===== src/rtl/ndma_read_mgr.sv =====
// Single-outstanding OBI read manager: accepts read commands, issues them on the
// bus one at a time and buffers returned words in a small FIFO for the consumer.
module ndma_read_mgr #(
  parameter int DEPTH = 2
) (
  input  logic        clk_i,
  input  logic        rst_i,
  input  logic        req_i,
  input  logic [31:0] addr_i,
  output logic        ack_o,
  output logic [31:0] data_o,
  output logic        valid_o,
  input  logic        ready_i,
  output logic        busy_o,
  output logic        err_o,
  input  logic        err_clr_i,
  output logic        read_mgr_req,
  output logic [31:0] read_mgr_addr,
  output logic        read_mgr_we,
  output logic [3:0]  read_mgr_be,
  output logic [31:0] read_mgr_wdata,
  input  logic        read_mgr_gnt,
  input  logic        read_mgr_rvalid,
  input  logic [31:0] read_mgr_rdata,
  input  logic        read_mgr_err,
  output logic [1:0]  state_o
);

  localparam int PW = $clog2(DEPTH);
  localparam int CW = PW + 1;

  localparam logic [1:0] IDLE = 2'd0;
  localparam logic [1:0] ADDR = 2'd1;
  localparam logic [1:0] DATA = 2'd2;

  // Handshakes: a command transfers when req_i & ack_o; a word leaves the FIFO
  // when valid_o & ready_i; the bus request phase ends on read_mgr_req & gnt.
  logic [1:0]    state;
  logic [31:0]   addr_q;
  logic [31:0]   mem [DEPTH];
  logic [PW-1:0] wptr;
  logic [PW-1:0] rptr;
  logic [CW-1:0] count;
  logic          push;
  logic          pop;
  logic [CW:0]   fill_after;

  assign push = (state == DATA) && read_mgr_rvalid;
  assign pop  = valid_o && ready_i;

  // Occupancy once the in-flight response lands, accounting for a same-cycle pop.
  assign fill_after = {1'b0, count} + (CW+1)'(1) - (CW+1)'(pop);

  always_comb begin
    ack_o = 1'b0;
    if (state == IDLE)
      ack_o = req_i && (count < CW'(DEPTH));
    else if (state == DATA)
      ack_o = read_mgr_rvalid && req_i && (fill_after < (CW+1)'(DEPTH));
  end

  assign read_mgr_req   = (state == ADDR);
  assign read_mgr_addr  = addr_q;
  assign read_mgr_we    = 1'b0;
  assign read_mgr_be    = 4'hF;
  assign read_mgr_wdata = 32'h0;

  assign data_o  = mem[rptr];
  assign valid_o = (count != '0);
  assign busy_o  = (state != IDLE) || (count != '0);
  assign state_o = state;

  always_ff @(posedge clk_i or posedge rst_i) begin
    if (rst_i) begin
      state  <= IDLE;
      addr_q <= 32'h0;
    end else begin
      if (ack_o)
        addr_q <= addr_i;
      case (state)
        IDLE:    if (ack_o) state <= ADDR;
        ADDR:    if (read_mgr_gnt) state <= DATA;
        DATA:    if (read_mgr_rvalid) state <= ack_o ? ADDR : IDLE;
        default: state <= IDLE;
      endcase
    end
  end

  always_ff @(posedge clk_i or posedge rst_i) begin
    if (rst_i) begin
      wptr  <= '0;
      rptr  <= '0;
      count <= '0;
      for (int i = 0; i < DEPTH; i++)
        mem[i] <= 32'h0;
    end else begin
      if (push) begin
        mem[wptr] <= read_mgr_rdata;
        wptr      <= wptr + PW'(1);
      end
      if (pop)
        rptr <= rptr + PW'(1);
      case ({push, pop})
        2'b10:   count <= count + CW'(1);
        2'b01:   count <= count - CW'(1);
        default: count <= count;
      endcase
    end
  end

  // Set has priority over clear so a fresh error is never lost.
  always_ff @(posedge clk_i or posedge rst_i) begin
    if (rst_i)
      err_o <= 1'b0;
    else if (push && read_mgr_err)
      err_o <= 1'b1;
    else if (err_clr_i)
      err_o <= 1'b0;
  end

endmodule


===== config.mk =====
export PLATFORM = sky130hd
export DESIGN_NAME = ndma_read_mgr
export DESIGN_NICKNAME = d
export VERILOG_FILES = /design/src/rtl/ndma_read_mgr.sv
export SDC_FILE = /design/constraint.sdc
export NUM_CORES = 1
export LEC_CHECK = 0
export ABC_AREA = 1
export CORE_ASPECT_RATIO = 2
export CORE_MARGIN = 2
export CORE_UTILIZATION = 40
export CTS_BUF_LIST = sky130_fd_sc_hd__clkbuf_16
export CTS_CLUSTER_SIZE = 28
export DETAILED_ROUTE_END_ITERATION = 7
export HOLD_SLACK_MARGIN = 0.05
export PLACE_DENSITY = 0.74
export SETUP_SLACK_MARGIN = 0.5
export SLEW_MARGIN = 20
export SYNTH_ARGS = -nofsm -noshare
export SYNTH_HDL_FRONTEND = slang
export SYNTH_SLANG_ARGS = --single-unit
export TNS_END_PERCENT = 5

===== constraint.sdc =====
create_clock -name clk_i -period 3.9 [get_ports clk_i]
set_input_delay 0.39 -clock clk_i [delete_from_list [all_inputs] [get_ports clk_i]]
set_output_delay 0.39 -clock clk_i [all_outputs]
set_load 0.01 [all_outputs]

==> key figures <==
GRT
  • Pin count of the biggest net entering global routing: 87
  • Number of global-route vias before repair: approximately 3800
  • Number of antenna violations at the first check in global routing: 0
  • GRT Util Overall: 17.75%
  • Total global routing overflow: 0
  • First-pass GRT wire length: 17900 um

Critical path
  • Worst Setup Path Type: register to primary output
  • Worst path arrival time: 2390 ps
  • R2R depth: 5
  • WP buf/inv: 2
  • FF-to-FF Start: state_o[1]$_DFFE_PP0P_
  • Cell family with most CP delay: buffers and inverters
  • WP depth: 5
  • CP startpoint: state_o[1]$_DFFE_PP0P_
  • End of the critical path: ack_o
  • CP Capture Type: primary output
  • CP cell instances: nor2_1 -> nand3_1 -> buf_4 -> nand2_2 -> clkdlybuf4s50_1
  • Max incr delay on CP: 650 ps
  • Crit path max-delay cell type: clkdlybuf4s50_1
  • Critical Path Fanout Max: 34
  • Startpoint class of the critical path: register
  • RR Endpoint: mem[59]$_DFFE_PP0P_
  • CP required: 3510 ps
  • Reg-to-reg setup timing slack: 1940 ps

Detailed routing
  • Drt via density: 4.669
  • Final wirelength: about 11000 um
  • Pre-antenna DRT Iters: 5
  • First DRT Iteration DRCs: 186
  • DR WL/cell: 13.02 um
  • Vias: 3908
  • DRT antenna net count: 0
  • DRC: 0

Floorplanning
  • Site row count: 56
  • I/O pins: 180
  • Die width: about 81 um
  • Core Area: 11700 um^2
  • Die ar.: 12840 um^2
  • Initial Util: approximately 41%
  • Die Y: about 160 um

Finish
  • Ant. Diodes: 0
  • Final instance area: roughly 6400 um^2
  • Fillcell total: 1076
  • Multi-input gate area: 1713 um^2
  • Area grow syn2layout: 34.46%
  • Total Nets Final: 761
  • Reg area: 2577 um^2
  • Layout cells sized above 1: ~7.4%

Yosys
  • Synth Flop Type: dfrtp_1
  • Area leader, netlist: dfrtp_1
  • Synth cell types: 24
  • Syn Std Cell Area: 4760 um^2
  • Synth area leaders: dfrtp_1, nand2_1, buf_4
  • Synthesis-stage register bit count: 103
  • Post-Syn Instances: 561
  • Number of synthesized flops with an enable pin: 0
  • Yosys top cell area share: 54.15%
  • Most common cell in the netlist: nand2_1
  • Syn Area/Cell: 8.484 um^2
  • Post-synthesis sequential area ratio: a little over half
  • Yosys warnings: 0
  • Post-synth ARST share: 100.0%
  • Most frequent cells after synthesis: nand2_1, dfrtp_1, buf_4

Pwr
  • Combinational fraction of design power: 44.3%
  • Worst VDD drop: 0.0004070 V
  • Clock share of power: between 10% and 20%
  • Leak Pwr: approximately 3.2 nW
  • Total power: between 0.004 and 0.005 W
  • Pint: between 0.003 and 0.004 W
  • Sw power: about 0.0017 W
  • P per Cell Area: 766.2 nW/um^2
  • Sw Ratio: 35.09%
  • Reg power frac: 36.7%

Timing
  • Worst Skew: 12.00 ps
  • Final setup margin: roughly 1100 ps
  • Hold WS: 480.6 ps
  • Final worst path period share: 71.25%
  • Slew @ Worst Pin: 745.0 ps
  • RSZ-0062 raised after global routing: false
  • Final slew viol count: 0
  • Endpoints failing setup: 0
  • Slew HR: between 50% and 60%
  • Final-report hold violation count: 0
  • Minimum clock period: 2779 ps
  • FMAX: 0.3599 GHz
  • TNS Setup: 0 ps

Outcome
  • Status: completed

Clocking
  • CTS H-tree depth: 3
  • CTS buffer count: 9
  • CTS Sinks: between 100 and 150
  • TritonCTS clock tree: built
  • Clock buffer depth: 2
  • Cts hold-fix bufs: 0
  • Post-CTS resize count: 0
  • Clock-pin slew on the worst setup and hold paths: about 70 ps
  • Clock Latency Late Sink: approximately 340 ps
  • CTS root buffer: clkbuf_16
  • Post-CTS setup buffer count: 0

Place
  • Gpl congestion: 0.7272
  • Cell Area, Placed: 6082 um^2
  • Setup WS pre-CTS: 1165 ps
  • Final HPWL DP: 7673 um
  • IO Port Bufs: ~140

Min path
  • HP Class: register to register

Job
  • Max cap viols: 0
through the flow:
stage | util [%] | instances
global placement | 51.98 | 822
detailed placement | 51.98 | 822
finish | 54.69 | 837
CTS | 54.63 | 837
global route | 54.69 | 837
floorplan | - | 596
state kept, by name (all words and copies together) (netlist names):
signal and flops:
wptr 1, rptr 1, state_o 2, err_o 1
count 2, mem 64, read_mgr_addr 32
per-layer routing:
layer  global-route usage [%]  share of wire, %  vias to the layer above
met4                    6.215               1.9                        0
met2                    31.68                53                      167
met3                    4.478               6.8                       14
li1                         -                 -                     1912
met1                    20.15                39                     1815
met5                        0                 0                        -
worst register-to-register path: stages, from the launching register on:
cell and delay, ps:
dfrtp_1 430, nand3_2 130, or2_2 570, buf_4 530, nand2_1 150, o21ai_2 80
cell usage in the layout, fill, tap and decap left out, types with 5 or more instances in the layout:
cell and n:
buf_4 5, clkdlybuf4s50_1 142, conb_1 37, nand2_1 233, clkbuf_16 9, o21ai_2 23
nand3_1 34, o21ai_1 9, inv_1 38, o21ai_0 34, dfrtp_1 103
layout make-up:
cell class / instances / area share (%)
Clock inverter: 6 / 1.329
Sequential cell: 103 / 40.27
Timing Repair Buffer: 147 / 22.80
Multi-Input combinational cell: 386 / 26.76
Tap cell: 145 / 2.835
Clock buffer: 9 / 3.519
Inverter: 41 / 2.483
worst min path at each step:
stage / from / to / slack [ps] / cells past startpoint
floorplan: mem[0]$_DFFE_PP0P_ / mem[0]$_DFFE_PP0P_ / 450 / 2
global placement: mem[44]$_DFFE_PP0P_ / mem[44]$_DFFE_PP0P_ / 460 / 2
detailed placement: mem[49]$_DFFE_PP0P_ / mem[49]$_DFFE_PP0P_ / 470 / 2
CTS: mem[49]$_DFFE_PP0P_ / mem[49]$_DFFE_PP0P_ / 480 / 2
global route: mem[58]$_DFFE_PP0P_ / mem[58]$_DFFE_PP0P_ / 510 / 2
finish: mem[49]$_DFFE_PP0P_ / mem[49]$_DFFE_PP0P_ / 480 / 2
logic make-up (layout without fill, tap and decap cells):
family | count (synthesis) | in the layout | synth area share (%)
xor+xnor | 3 | 3 | 0.5522
buf+inv | 107 | 203 | 12.72
other cells | 2 | 37 | 0.1578
simple gates | 277 | 277 | 23.13
fa+ha+maj | 1 | 1 | 0.2628
compound gates | 68 | 68 | 9.017
flops | 103 | 103 | 54.15
power groups by stage:
stage / registers, W / clock network [W] / logic, W
6_report: 0.00180 / 0.000932 / 0.00217
3_5_place_dp: 0.00181 / 0 / 0.00221
5_1_grt: 0.00185 / 0.00100 / 0.00242
3_3_place_gp: 0.00179 / 0 / 0.00214
2_1_floorplan: 0.00183 / 0 / 0.00112
4_1_cts: 0.00180 / 0.000960 / 0.00221
Power figures use the tool's default switching activity.
